File: src/rtl/rst_seq_pkg.sv
// rtl/rst_seq_pkg.sv - shared state encoding and stage indices for the reset sequencer
package rst_seq_pkg;

  typedef enum logic [2:0] {
    ST_HOLD      = 3'd0,
    ST_WAIT_LOCK = 3'd1,
    ST_REL0      = 3'd2,
    ST_REL1      = 3'd3,
    ST_REL2      = 3'd4,
    ST_RUN       = 3'd5,
    ST_RELOCK    = 3'd6
  } state_t;

  localparam int STG_TIMING = 0;
  localparam int STG_PIXEL  = 1;
  localparam int STG_OUT    = 2;

  localparam logic [2:0] STG_ALL = 3'b111;

endpackage

File: src/rtl/rst_sync_bit.sv
// rtl/rst_sync_bit.sv - single-bit flop-chain synchronizer with configurable depth and reset value
module rst_sync_bit #(
  parameter int   DEPTH   = 2,
  parameter logic RST_VAL = 1'b0
) (
  input  logic clk,
  input  logic rst,
  input  logic d,
  output logic q
);

  logic [DEPTH-1:0] chain;

  always_ff @(posedge clk) begin
    if (rst) begin
      chain <= {DEPTH{RST_VAL}};
    end else begin
      chain <= {chain[DEPTH-2:0], d};
    end
  end

  assign q = chain[DEPTH-1];

endmodule

File: src/rtl/rst_seq_rx.sv
// rtl/rst_seq_rx.sv - staged reset release sequencer gated on DCM lock
// Optional lock-loss counter: RST_SEQ_LOSS_CNT_EN
module rst_seq_rx
  import rst_seq_pkg::*;
#(
  parameter int SYNC_STAGES = 2,
  parameter int HOLD_CYC    = 16,
  parameter int LOCK_TMO    = 4096
) (
  input  logic       CLK_40M,
  input  logic       SYS_RST,
  input  logic       RST_REQ_ASYNC,
  input  logic       LOCKED_ASYNC,
  output logic [2:0] RST_STAGE,
  output logic       DCM_RST_REQ,
  output logic       READY,
  output logic [7:0] LOSS_CNT
);

  localparam logic [15:0] HOLD_LOAD = 16'(HOLD_CYC - 1);
  localparam logic [15:0] TMO_LOAD  = 16'(LOCK_TMO - 1);

  logic        req_s;
  logic        lock_s;
  state_t      state;
  logic [15:0] cnt;
  logic [2:0]  rst_stage;
  logic        dcm_rst_req;
  logic        ready;
  logic        loss_evt;

  // Request chain resets asserted so nothing releases before it has been sampled.
  rst_sync_bit #(.DEPTH(SYNC_STAGES), .RST_VAL(1'b1)) u_req_sync (
    .clk (CLK_40M),
    .rst (SYS_RST),
    .d   (RST_REQ_ASYNC),
    .q   (req_s)
  );

  rst_sync_bit #(.DEPTH(SYNC_STAGES), .RST_VAL(1'b0)) u_lock_sync (
    .clk (CLK_40M),
    .rst (SYS_RST),
    .d   (LOCKED_ASYNC),
    .q   (lock_s)
  );

  // An external request outranks a lock loss, so a loss is only counted without one.
  assign loss_evt = (state inside {ST_REL0, ST_REL1, ST_REL2, ST_RUN}) && !req_s && !lock_s;

  always_ff @(posedge CLK_40M) begin
    if (SYS_RST) begin
      state       <= ST_HOLD;
      rst_stage   <= STG_ALL;
      dcm_rst_req <= 1'b0;
      ready       <= 1'b0;
      cnt         <= 16'd0;
    end else begin
      dcm_rst_req <= 1'b0;
      if (req_s && state != ST_HOLD) begin
        state     <= ST_HOLD;
        rst_stage <= STG_ALL;
        ready     <= 1'b0;
        cnt       <= 16'd0;
      end else if (loss_evt) begin
        state       <= ST_RELOCK;
        rst_stage   <= STG_ALL;
        ready       <= 1'b0;
        dcm_rst_req <= 1'b1;
        cnt         <= 16'd0;
      end else begin
        case (state)
          ST_HOLD: begin
            rst_stage <= STG_ALL;
            if (!req_s) begin
              state <= ST_WAIT_LOCK;
              cnt   <= TMO_LOAD;
            end
          end
          ST_WAIT_LOCK: begin
            if (lock_s) begin
              state                 <= ST_REL0;
              rst_stage[STG_TIMING] <= 1'b0;
              cnt                   <= HOLD_LOAD;
            end else if (cnt == 16'd0) begin
              state       <= ST_RELOCK;
              dcm_rst_req <= 1'b1;
            end else begin
              cnt <= cnt - 16'd1;
            end
          end
          ST_REL0: begin
            if (cnt == 16'd0) begin
              state                <= ST_REL1;
              rst_stage[STG_PIXEL] <= 1'b0;
              cnt                  <= HOLD_LOAD;
            end else begin
              cnt <= cnt - 16'd1;
            end
          end
          ST_REL1: begin
            if (cnt == 16'd0) begin
              state              <= ST_REL2;
              rst_stage[STG_OUT] <= 1'b0;
              cnt                <= HOLD_LOAD;
            end else begin
              cnt <= cnt - 16'd1;
            end
          end
          ST_REL2: begin
            if (cnt == 16'd0) begin
              state <= ST_RUN;
              ready <= 1'b1;
            end else begin
              cnt <= cnt - 16'd1;
            end
          end
          ST_RUN: begin
            ready <= 1'b1;
          end
          ST_RELOCK: begin
            state <= ST_HOLD;
            cnt   <= 16'd0;
          end
          default: begin
            state     <= ST_HOLD;
            rst_stage <= STG_ALL;
            ready     <= 1'b0;
            cnt       <= 16'd0;
          end
        endcase
      end
    end
  end

`ifdef RST_SEQ_LOSS_CNT_EN
  logic [7:0] loss_cnt;

  always_ff @(posedge CLK_40M) begin
    if (SYS_RST) begin
      loss_cnt <= 8'h00;
    end else if (loss_evt && loss_cnt != 8'hFF) begin
      loss_cnt <= loss_cnt + 8'h01;
    end
  end

  assign LOSS_CNT = loss_cnt;
`else
  assign LOSS_CNT = 8'h00;
`endif

  assign RST_STAGE   = rst_stage;
  assign DCM_RST_REQ = dcm_rst_req;
  assign READY       = ready;

endmodule

File: config.mk
export PLATFORM = sky130hd
export DESIGN_NAME = rst_seq_rx
export DESIGN_NICKNAME = d
export VERILOG_FILES = /design/src/rtl/rst_seq_pkg.sv /design/src/rtl/rst_sync_bit.sv /design/src/rtl/rst_seq_rx.sv
export SDC_FILE = /design/constraint.sdc
export NUM_CORES = 1
export LEC_CHECK = 0
export ABC_AREA = 1
export ABC_CLOCK_PERIOD_IN_PS = 2200
export BUFFER_PORTS_ARGS = -buffer_cell sky130_fd_sc_hd__buf_2
export CORE_UTILIZATION = 50
export CTS_CLUSTER_SIZE = 30
export DETAILED_ROUTE_END_ITERATION = 8
export HOLD_SLACK_MARGIN = 0.12
export PLACE_DENSITY = 0.67
export SYNTH_ARGS = -nofsm -noshare
export SYNTH_HDL_FRONTEND = slang
export SYNTH_SLANG_ARGS = --single-unit
export TNS_END_PERCENT = 50
File: constraint.sdc
create_clock -name CLK_40M -period 2.2 [get_ports CLK_40M]
set_clock_uncertainty 0.15 [all_clocks]
set_input_delay 0.22 -clock CLK_40M [delete_from_list [all_inputs] [get_ports CLK_40M]]
set_output_delay 0.22 -clock CLK_40M [all_outputs]
set_load 0.05 [all_outputs]
# ---- After elaboration in Yosys (flattened, before gate mapping)
# Cells that the tools add are included.
dict set report word_totals {
  register_bits 28
  latchBits 0
  ram_bits 0
  romBits 0
  in_bits 4
  out_inout_bits 13
  word_cells 81
  mem_count 0
}
dict set report classes {
  add_sub_neg 1
  n_mul 0
  n_div 0
  order_cmp 0
  n_eq_ne 18
  shift 0
  muxes 24
  bitwise_logic 5
  reduce_logical 23
}
# cell n
set ops {}
lappend ops {{one-hot mux 16 bit (5 select lines)} 1}
lappend ops {{2-to-1 mux 16 bit} 4}
lappend ops {{2-to-1 mux 3 bit} 7}
lappend ops {{OR reduction 5 bit} 4}
lappend ops {{one-hot mux 3 bit (6 select lines)} 1}
lappend ops {{logical NOT 16 bit} 1}
lappend ops {{subtractor 16 x 1 -> 16 bit (second input constant)} 1}
lappend ops {{inequality test 3 x 2 -> 1 bit (second input constant)} 4}
lappend ops {{AND reduction 6 bit} 2}
lappend ops {{AND reduction 2 bit} 5}
lappend ops {{== test 3 bit (second input constant)} 3}
lappend ops {{inequality test 2 x 1 -> 1 bit (second input constant)} 4}
lappend ops {{2-to-1 mux 1 bit} 7}
lappend ops {{== test 3 x 2 -> 1 bit (second input constant)} 2}
lappend ops {{one-hot mux 1 bit (2 select lines)} 3}
lappend ops {{inverter 1 bit} 5}
lappend ops {{inequality test 2 bit (second input constant)} 2}
lappend ops {{inequality test 4 x 3 -> 1 bit (second input constant)} 1}
lappend ops {{nonzero test 4 bit} 1}
lappend ops {{OR reduction 2 bit} 2}
lappend ops {{== test 3 x 1 -> 1 bit (second input constant)} 1}
lappend ops {{logical AND 1 bit} 3}
lappend ops {{logical NOT 3 bit} 1}
lappend ops {{inequality test 3 bit (second input constant)} 1}
lappend ops {{4 further kinds} 5}

# ---- Longest topological paths before layout
dict set report depth {
  depth_word 6
  ltp_mapped 12
}

# ---- By module
# Synthesis repeated with hierarchy kept, for this count alone.
dict set report hier_totals {
  hier_cells 315
  area_unflattened_um2 1971.9
}
# module n_inst cells_per_inst area_per_inst_um2
set modules_own_cells {}
lappend modules_own_cells {rst_seq_rx 1 302 1858.0}
lappend modules_own_cells {{rst_sync_bit at u_req_sync} 1 7 58.8}
lappend modules_own_cells {{rst_sync_bit at u_lock_sync} 1 6 55.1}

# ---- Worst setup path before layout
# Ideal clock, no wire load.
dict set report synth_path {
  path_kind {flip-flop to flip-flop}
  from {register cnt[0]}
  to {register cnt[0]}
  setup_ps 116
  arrival_ps 1640
  required_time_ps 1934
  setup_slack_ps 294
  path_stages_with_launch 11
  path_buffers 0
  path_cell_list {dfxtp_1 > inv_1 > ha_1 > nand3_2 > nor2_2 > nand2_1 > ha_1 > o21ai_0 > o211ai_1 > nand2_1 > a21oi_1}
}
dict set report synth_via {
  elab_chain_cells 4
  elab_cells_between_ends 6
  classes_between {1 x add/sub; 4 x mux; 1 x reduce/logical}
}
# item line_no
set synth_rtl {}
lappend synth_rtl {{start: declaration} rst_seq_rx.sv:26} ;# logic [15:0] cnt;
lappend synth_rtl {{start signal: assignment} rst_seq_rx.sv:88} ;# cnt <= cnt - 16'd1;
lappend synth_rtl {{start signal: assignment} rst_seq_rx.sv:97} ;# cnt <= cnt - 16'd1;
lappend synth_rtl {{start signal: assignment} rst_seq_rx.sv:106} ;# cnt <= cnt - 16'd1;
lappend synth_rtl {{subtractor 16 x 1 -> 16 bit / logical NOT 16 bit (equally long branches)} -}
lappend synth_rtl {{2-to-1 mux 16 bit} {rst_seq_rx.sv:84, rst_seq_rx.sv:110}}
lappend synth_rtl {{2-to-1 mux 16 bit} rst_seq_rx.sv:80} ;# if (lock_s) begin
lappend synth_rtl {{one-hot mux 16 bit (5 select lines) (*)} rst_seq_rx.sv:71} ;# case (state)
# Mark *: on every way between the ends. The rest lies on a longest branch, timed or not.
# A chain may end at the register's enable or synchronous reset.

# ---- Final worst setup path
# Same ends and word-level chain as after synthesis.

==> metrics.yaml <==
status:
  outcome: "finished clean"
clocking:
  worstSkewPairLatency_ns: 0.28
  clkTransAtPathRegs_ns: 0.10
  root_buffer: "clkbuf_8"
  cts_tree: "built"
  clock-sinks: 28
  htree_levels: 1
  cts_setup_buffers: 0
  cts_buffers: 3
  clk_path_buf_depth: 2
min_path:
  hp-class: "register to register"
  min-delay-start: "u_lock_sync.chain[0]$_SDFF_PP0_"
worst_setup_path:
  crit_path_top_delay_cell: "dfxtp_1"
  worstPathArrival_ns: 2.03
  worstPathRequired_ns: 2.22
  critPathCaptureType: "register"
  critPathMaxStageDelay_ns: 0.34
  cp_max_fo: 5
  crit_path_end: "cnt[0]$_SDFFE_PP0P_"
  start_kind: "register"
  reg2reg_from: "cnt[0]$_SDFFE_PP0P_"
  cp-startpoint: "cnt[0]$_SDFFE_PP0P_"
  timing.rr.end: "cnt[0]$_SDFFE_PP0P_"
  path_class: "register to register"
  cp_cell_sequence: "inv_1 -> ha_2 -> nand3_2 -> nor2_2 -> nand2_1 -> ha_1 -> o21ai_0 -> o211ai_1 -> nand2_1 -> a21oi_1"
  rrSetupSlack_ns: 0.19
  crit_path_frequent_cell: "nand2_1"
  worst-r2r-cell-count: 10
synth:
  yosysTopAreaCellShare: 0.290
  synth_area_mm2: 0.00193
  yosysTopAreaCell: "dfxtp_1"
  yosysSeqAreaShare: 0.290
  synth_cell_types: 29
  syn-instance-count: 311
  ys_top_cells_by_area: "dfxtp_1 (29%), nand2_1 (22%), nor2_1 (6.8%)"
  yosys_register_bits: 28
  yosysWarnings: 0
  syn_avg_cell_area_um2: 6.22
floorplan:
  fp.dieH_um: 64.2
  coreArea_mm2: 0.00369
  dieArea_mm2: 0.00412
  die_x_um: 64.2
  start_util: 0.524
  num_rows: 22
  pin_count: 17
timing:
  rsz0062_at_grt: "false"
  hold_viol: 0
  clock.fmax_mhz: 498
  slew_violations: 0
  totalNegativeSetupSlack_ns: 0
  setup_violations: 0
  period_needed_ns: 2.01
  fin_crit_sh: 0.914
grt:
  grt_pass1_vias: 1702
  overflow: 0
  grt.total_usage: 0.231
  grt_first_pass_wirelength_mm: 7.55
  antenna_found_initial: 0
  grt_max_degree: 18
run:
  maxCapViolations: 0
drt:
  vias: 1839
  first_iter_violations: 115
  postRouteAntennaNets: 0
  drcViolationCount: 0
  dr.pass1.iters: 4
  routed_wl_mm: 4.27
  post_drt_via_cell_ratio: 4.92
  wl_per_cell_um: 11.4
place:
  numPortBuffers: 8
  gp_routability_congestion: 0.834
  hpwl_mm: 3.12
final_layout:
  layout_commonest_cell: "nand2_1"
  final_cell_mix: "nand2_1 (111), nor2_1 (35), inv_1 (33)"
  drive_above_1_share: 0.150
  area_growth_pct: 8.99
  nNetsFinal: 333
  antenna_cells: 0
-- flip-flops by register name, summed over array words and instances, names as in the netlist --
signal,flops
u_lock_sync.chain,2
READY,1
RST_STAGE,3
DCM_RST_REQ,1
state,3
u_req_sync.chain,2
cnt,16
-- stage by stage --
step                      hold WS, ns   util  instance area, µm²  instances  setup slack, ns
after floorplan                 0.141      -                1960        318            0.294
after global routing            0.284  0.572                2110        374         0.000294
after CTS                       0.266  0.571                2110        374            0.125
after detailed placement        0.249  0.538                1980        365            0.151
after global placement          0.242  0.538                1980        365            0.178
final                           0.261  0.572                2110        374            0.190
-- timing repair --
action	CTS	global route
hold buffers	5	0
resized for setup	0	2
hold endpoints to repair	4	0
setup endpoints to repair	0	5
-- logic make-up (layout without fill, tap and decap cells) --
| group | count (synthesis) | after routing | synth area share |
|---|---|---|---|
| AOI/OAI and AO/OA | 39 | 39 | 0.133 |
| buffers and inverters | 50 | 58 | 0.128 |
| DFF | 28 | 28 | 0.290 |
| and+or+nand+nor | 188 | 188 | 0.421 |
| adders and majority gates | 2 | 2 | 0.0129 |
| xor gates and xnor gates | 3 | 3 | 0.0136 |
| other | 1 | 8 | 0.00194 |
-- critical path, delay by kind of cell, from the launching register on --
| family | cells | cell delay, ns |
|---|---|---|
| adders and majority gates | 2 | 0.54 |
| and+or+nand+nor | 4 | 0.45 |
| DFF | 1 | 0.34 |
| AOI/OAI and AO/OA | 3 | 0.32 |
| buffers and inverters | 1 | 0.10 |
-- routing by layer --
metal  up-vias  track usage  share of wire
met5         -            0              0
met4         0       0.0417         0.0040
met3         2       0.0446          0.026
met2        22        0.416           0.49
met1       827        0.285           0.48
li1        988            -              -
-- how the worst min path moves through the flow --
stage / cells past startpoint / slack (ns) / to
4_1_cts: 2 / 0.27 / u_lock_sync.chain[1]$_SDFF_PP0_
6_report: 2 / 0.26 / u_lock_sync.chain[1]$_SDFF_PP0_
5_1_grt: 2 / 0.28 / u_lock_sync.chain[1]$_SDFF_PP0_
3_3_place_gp: 2 / 0.24 / u_lock_sync.chain[1]$_SDFF_PP0_
3_5_place_dp: 1 / 0.25 / u_req_sync.chain[1]$_SDFF_PP1_
2_1_floorplan: 1 / 0.14 / u_lock_sync.chain[0]$_SDFF_PP0_
-- cell usage after synthesis, drive strengths merged --
cell and n:
dfxtp 28, a21oi 24, inv 37, nand2 115, nand3b 3, or2 2, buf 13, ha 2
o211ai 4, o22ai 1, xor2 3, nand3 24, o21ai 8, o21bai 2, nor3 3, conb 1
nor2 41
-- cell type report --
| class | instances | area, µm² |
|---|---|---|
| fill | 402 | 1580 |
| tap | 48 | 60.1 |
| inverter | 37 | 141 |
| sequential | 28 | 561 |
| multi-input combinational | 240 | 1150 |
| clock buffer | 3 | 41.3 |
| clock inverter | 1 | 30.0 |
| timing repair buffer | 17 | 120 |
Power is not shown: default switching activity piles up to over one toggle a cycle in this logic, so the estimate is an artifact.
